===== src/rtl/g2b_bram_writer.sv =====
`default_nettype none
// ============================================================================
//  Module      : g2b_bram_writer
//  Description : Writes a 256-bit ready/valid beat stream (from the GDDR6-to-
//                BRAM data processor) into consecutive BRAM lines. A command
//                (base address, line count) starts a transfer. Completion is
//                reported by a one-cycle done pulse and a written-line count.
//  Revision    : 1.0 - initial release
// ----------------------------------------------------------------------------
//  Ports
//    i_clk, i_reset            clock, asynchronous active-high reset
//    i_start                   command strobe (honoured only when idle)
//    i_base_addr, i_num_lines  command parameters, latched on accepted start
//    i_abort                   synchronous abort, no done pulse
//    o_busy, o_done            transfer status / one-cycle completion pulse
//    o_lines_written           beats written in the current or last transfer
//    i_data, i_valid, o_ready  input stream
//    o_bram_wr_en/addr/data    registered BRAM write port
// ============================================================================
module g2b_bram_writer #(
  parameter int DATA_WIDTH = 256,
  parameter int ADDR_WIDTH = 11,
  parameter int LEN_WIDTH  = 12
) (
  input  logic                  i_clk,
  input  logic                  i_reset,
  input  logic                  i_start,
  input  logic [ADDR_WIDTH-1:0] i_base_addr,
  input  logic [LEN_WIDTH-1:0]  i_num_lines,
  input  logic                  i_abort,
  output logic                  o_busy,
  output logic                  o_done,
  output logic [LEN_WIDTH-1:0]  o_lines_written,
  input  logic [DATA_WIDTH-1:0] i_data,
  input  logic                  i_valid,
  output logic                  o_ready,
  output logic                  o_bram_wr_en,
  output logic [ADDR_WIDTH-1:0] o_bram_wr_addr,
  output logic [DATA_WIDTH-1:0] o_bram_wr_data
);

  typedef enum logic [1:0] {
    S_IDLE  = 2'd0,
    S_WRITE = 2'd1,
    S_DONE  = 2'd2
  } state_t;

  state_t                r_state;
  state_t                w_state_next;
  logic [ADDR_WIDTH-1:0] r_addr;
  logic [LEN_WIDTH-1:0]  r_remaining;
  logic [LEN_WIDTH-1:0]  r_lines_written;
  logic                  r_wr_en;
  logic [ADDR_WIDTH-1:0] r_wr_addr;
  logic [DATA_WIDTH-1:0] r_wr_data;
  logic                  w_accept;
  logic                  w_start_ok;

  assign w_accept   = (r_state == S_WRITE) && i_valid;
  assign w_start_ok = (r_state == S_IDLE) && i_start;

  // State register
  always_ff @(posedge i_clk or posedge i_reset) begin
    if (i_reset) begin
      r_state <= S_IDLE;
    end else begin
      r_state <= w_state_next;
    end
  end

  // Next-state and status outputs
  always_comb begin
    w_state_next = r_state;
    o_ready      = 1'b0;
    o_busy       = 1'b0;
    o_done       = 1'b0;
    case (r_state)
      S_IDLE: begin
        if (i_start) begin
          w_state_next = (i_num_lines != '0) ? S_WRITE : S_DONE;
        end
      end
      S_WRITE: begin
        o_ready = 1'b1;
        o_busy  = 1'b1;
        // Abort outranks completion; a beat taken this cycle is still written.
        if (i_abort) begin
          w_state_next = S_IDLE;
        end else if (w_accept && (r_remaining == LEN_WIDTH'(1))) begin
          w_state_next = S_DONE;
        end
      end
      S_DONE: begin
        o_busy       = 1'b1;
        o_done       = !i_abort;
        w_state_next = S_IDLE;
      end
      default: begin
        w_state_next = S_IDLE;
      end
    endcase
  end

  // Datapath: address/count tracking and registered BRAM write port
  always_ff @(posedge i_clk or posedge i_reset) begin
    if (i_reset) begin
      r_addr          <= '0;
      r_remaining     <= '0;
      r_lines_written <= '0;
      r_wr_en         <= 1'b0;
      r_wr_addr       <= '0;
      r_wr_data       <= '0;
    end else begin
      r_wr_en <= w_accept;
      if (w_start_ok) begin
        r_addr          <= i_base_addr;
        r_remaining     <= i_num_lines;
        r_lines_written <= '0;
      end
      if (w_accept) begin
        r_wr_addr       <= r_addr;
        r_wr_data       <= i_data;
        // Natural overflow gives the modulo-2^ADDR_WIDTH wrap.
        r_addr          <= r_addr + ADDR_WIDTH'(1);
        r_remaining     <= r_remaining - LEN_WIDTH'(1);
        r_lines_written <= r_lines_written + LEN_WIDTH'(1);
      end
    end
  end

  assign o_lines_written = r_lines_written;
  assign o_bram_wr_en    = r_wr_en;
  assign o_bram_wr_addr  = r_wr_addr;
  assign o_bram_wr_data  = r_wr_data;

endmodule
`default_nettype wire


===== config.mk =====
export PLATFORM = sky130hd
export DESIGN_NAME = g2b_bram_writer
export DESIGN_NICKNAME = d
export VERILOG_FILES = /design/src/rtl/g2b_bram_writer.sv
export SDC_FILE = /design/constraint.sdc
export NUM_CORES = 1
export LEC_CHECK = 0
export ABC_AREA = 1
export CAP_MARGIN = 20
export CELL_PAD_IN_SITES_DETAIL_PLACEMENT = 1
export CELL_PAD_IN_SITES_GLOBAL_PLACEMENT = 2
export CORE_AREA = 2 2 219 221
export DETAILED_ROUTE_END_ITERATION = 7
export DIE_AREA = 0 0 221 223
export DONT_BUFFER_PORTS = 1
export HOLD_SLACK_MARGIN = 0.1
export PLACE_DENSITY = 0.72
export SLEW_MARGIN = 20
export SYNTH_ARGS = -nofsm -noshare
export SYNTH_HDL_FRONTEND = slang
export SYNTH_SLANG_ARGS = --single-unit

===== constraint.sdc =====
create_clock -name i_clk -period 14.2 [get_ports i_clk]
set_input_delay 2.84 -clock i_clk [delete_from_list [all_inputs] [get_ports i_clk]]
set_output_delay 2.84 -clock i_clk [all_outputs]
set_load 0.02 [all_outputs]

== Yosys cells after proc, flatten, opt, wreduce, memory -nomap -nowiden ==
Cells that the tools add are included.

* Flip-flop bits (word level): 305
* Output and inout port bits: 283
* Input bits: 284

* $add $sub $neg: 3
* Mux-type cells: 14
* Reduce and logical (&&, ||, !) cells: 9
* Eq/ne operators: 5

{| class="wikitable"
|+ Operator list
! cell !! count
|-
| 12-bit two-way mux || 4
|-
| 11-bit two-way mux || 2
|-
| 12-bit by 1-bit adder with 12-bit output, second input constant || 1
|-
| 12-bit by 1-bit == test with 1-bit output, second input constant || 1
|-
| 12-bit nonzero test || 1
|-
| 12-bit by 1-bit subtractor with 12-bit output, second input constant || 1
|-
| 11-bit by 1-bit adder with 11-bit output, second input constant || 1
|-
| 2-bit two-way mux || 4
|-
| 2-bit one-hot mux with 2 select lines || 1
|-
| 1-bit logical AND || 3
|-
| 1-bit two-way mux || 3
|-
| 3-bit by 2-bit inequality test with 1-bit output, second input constant || 1
|-
| 2-bit by 1-bit == test with 1-bit output, second input constant || 1
|-
| 2-bit == test, second input constant || 1
|-
| 2-bit zero test || 1
|-
| 2-bit inequality test, second input constant || 1
|-
| 2-bit AND reduction || 1
|-
| 2-bit nonzero test || 1
|-
| 2-bit OR reduction || 1
|-
| 1-bit zero test || 1
|}

== Depth between registers and ports, before layout ==
* Word-level depth: 6
* Gate-level depth with buffers: 11
* Mapped depth without buffers: 11

== Worst setup path before layout ==
OpenSTA, ideal clock, no wires.

* Kind: input port to output port
* Start: input port i_abort
* End: output port o_done
* Data arrival time: 3,133 ps
* Slack: 8,227 ps
* Path buffers: 0
* Stages on the path: 1
* Cell sequence: nor2_1

* Longest elaborated chain between the ends: 2

{| class="wikitable"
|+ RTL lines
! item !! RTL line !! RTL
|-
| from (decl) || 30 || <nowiki>input logic i_abort,</nowiki>
|-
| 1-bit zero test || 95 || <nowiki>o_done = !i_abort;</nowiki>
|-
| 1-bit two-way mux || 77 || <nowiki>case (r_state)</nowiki>
|-
| to (decl) || 32 || <nowiki>output logic o_done,</nowiki>
|}

No other way between the ends.

== Final worst setup path ==
Same ends and word-level chain as after synthesis.

==> impl_metrics.tcl <==
set metrics [dict create \
    synthTopCellsByArea "dfrtp_1 (61%), nand2_1 (27%), buf_2 (2.2%), nor2_1 (1.5%), inv_1 (1.4%)" \
    hp-class "reg2reg" \
    worst_pin_slew_ns 1.116 \
    overflow 0 \
    crit_buf_inv 0 \
    synthFlopType "dfrtp_1" \
    r2r_cells 8 \
    p_leak_nw 7.330 \
    critPathSlowestCell "nor2_1" \
    final_core_util_pct 29.67 \
    post_cts_buffers 0 \
    fp.dieH_um 223 \
    core_sq_um 47150 \
    fin_ws_ns 8.215 \
    reg2reg_from "r_state[1]" \
    top_layer "met5" \
    path_class "in2out" \
    min-delay-start "r_state[0]" \
    cts_tree "built" \
    met2_length_um 19730 \
    slowest_delay_ns 0.30 \
    clk_path_buf_depth 3 \
    yosysTopAreaCellShare_pct 61.40 \
    hold_buffers 0 \
    worstPathCellList "nor2_1" \
    skew_ns 0.01013 \
    vdd_drop_max_v 0.0001492 \
    synth_common_cells "nand2_1 (880), dfrtp_1 (305), buf_2 (54), nor2_1 (50), inv_1 (48)" \
    synth_top_cell_by_area "dfrtp_1" \
    ys_types 34 \
    yosysSeqAreaShare_pct 61.40 \
    grt_setup_unrepaired "no" \
    htreeDepth 2 \
    grt_max_degree 173 \
    initialDrtViolationCount 620 \
    fin_tns_setup_ns 0 \
    drive_above_1_share_pct 4.514 \
    syn-num-nets 1758 \
    max_freq_ghz 0.1671 \
    synth_edf_count 0 \
    drt_first_pass_iters 4 \
    cts_sinks 305 \
    grt_pass1_wl_um 61820 \
    final_nets 1735 \
    numCtsBuffers 36 \
    gp_congestion 0.7646 \
    io_pins 567 \
    crit_fanout 2 \
    cts_resized 0 \
    met3WireLength_um 3874 \
    rows 80 \
    cts_root_buf "clkbuf_16" \
    worstSetupEndpointType "output pin" \
    crit_family "simple AND/OR/NAND/NOR gates" \
    fin_hold_ws_ns 0.5201 \
    area_delta_synth_final_pct 12.51 \
    seqCellArea_sq_um 7632 \
    hold-path-cell-count 2 \
    dieArea_sq_um 49280 \
    slew_headroom_pct 25.58 \
    synth.most_common_cell "nand2_1" \
    ys_ff_latch 305 \
    critical_path_arrival_ns 3.14 \
    ys.warnings.count 0 \
    final_antenna_net_count 0 \
    wl_um 40110 \
    finalMaxSlewViolations 0 \
    place_area_sq_um 12910 \
    design_area_sq_um 13990 \
    layout_min_cycle_time_ns 5.985 \
    clkTransAtPathRegs_ns 0.06 \
    syn_inst 1467 \
    period_share_pct 42.15 \
    syn_avg_cell_area_sq_um 8.474 \
    first_global_vias 9947 \
    reg2reg_slack_ns 10.10 \
    hpwl_um 28290 \
    die_x_um 221 \
    finalHoldViolations 0 \
    avgViaCountPerCell 4.550 \
    groute.usage.overall_pct 15.85 \
    start_util_pct 26.37 \
    port-buffer-count 0 \
    cp-start-kind "primary input" \
    antenna_found_initial 2 \
    cp.required_ns 11.36 \
    fill_cells 5584 \
    route.detailed.drc 0 \
    synth-async-reset-ratio_pct 100.0 \
    multiInputGateArea_sq_um 4244 \
    num_vias 9455 \
    drt-met1-wl_um 15710 \
    hold_end "r_state[0]" \
    status "completed" \
    r2r-end "o_bram_wr_data[229]" \
    maxCapViolCount 0 \
    clk_latency_ns 0.52 \
    power.density_nw_per_um2 265.4 \
    setup_violations 0 \
    post-place-ws_ns 8.216 \
    wire_per_inst_um 19.30 \
    netlist_area_sq_um 12430 \
]
power by group:
group          switching [mW]  internal, mW  total [mW]
Sequential              0.796          1.26        2.06
Combinational           0.532         0.266       0.797
Clock                   0.354         0.505       0.859
Total                    1.68          2.03        3.71
logic make-up (layout without fill, tap and decap cells):
logic type | count (synthesis) | after routing | synth area share [%]
AOI/OAI and AO/OA | 56 | 56 | 2.778
xor gates and xnor gates | 2 | 2 | 0.1409
adders and majority gates | 7 | 7 | 0.7045
buffers and inverters | 118 | 113 | 4.529
DFF | 305 | 305 | 61.40
other | 0 | 1 | 0
and+or+nand+nor | 979 | 979 | 30.45
placed cells by master, fill, tap and decap left out, types with 6 or more instances in the layout:
cell type,count
nand2_1,880
dfrtp_1,305
nor2_1,50
inv_1,47
clkbuf_16,37
nand3_1,27
o21ai_0,18
a21oi_1,11
o211ai_1,9
nand4_1,8
clkbuf_1,8
ha_1,7
o21ai_1,6
clkbuf_8,6
area by class of cell:
type / count / area share, %
inverter: 51 / 1.476
timing repair buffer: 6 / 0.4115
multi-input combinational: 1044 / 30.35
clock inverter: 5 / 0.2505
tap: 615 / 5.502
antenna: 1 / 0.01789
sequential: 305 / 54.57
clock buffer: 51 / 7.425
stage by stage:
step | total power [mW] | cells
finish | 3.711 | 2078
global route | 3.978 | 2078
CTS | 3.782 | 2077
detailed placement | 2.890 | 2021
global placement | 2.844 | 2021
floorplan | 2.582 | 1467
metal layers:
layer	GRT usage, %	up-vias
met5	0	-
met4	4.655	2
met3	6.401	52
met2	26.67	354
met1	18.57	4622
li1	-	4425
sequential cells by signal, summed over array words and instances, names as in the netlist:
register         count
r_addr              11
o_bram_wr_addr      11
o_bram_wr_en         1
o_lines_written     12
o_bram_wr_data     256
r_state              2
r_remaining         12
worst max path at each step:
stage / start / to / slack [ns] / cells after the start
after CTS: i_abort / o_done / 8.22 / 1
final: i_abort / o_done / 8.22 / 1
after detailed placement: i_abort / o_done / 8.22 / 1
after global routing: i_abort / o_done / 8.19 / 1
after floorplan: i_reset / o_bram_wr_addr[0] / 2.93 / 1
after global placement: i_abort / o_done / 8.21 / 1
(Power assumes the default switching activity.)
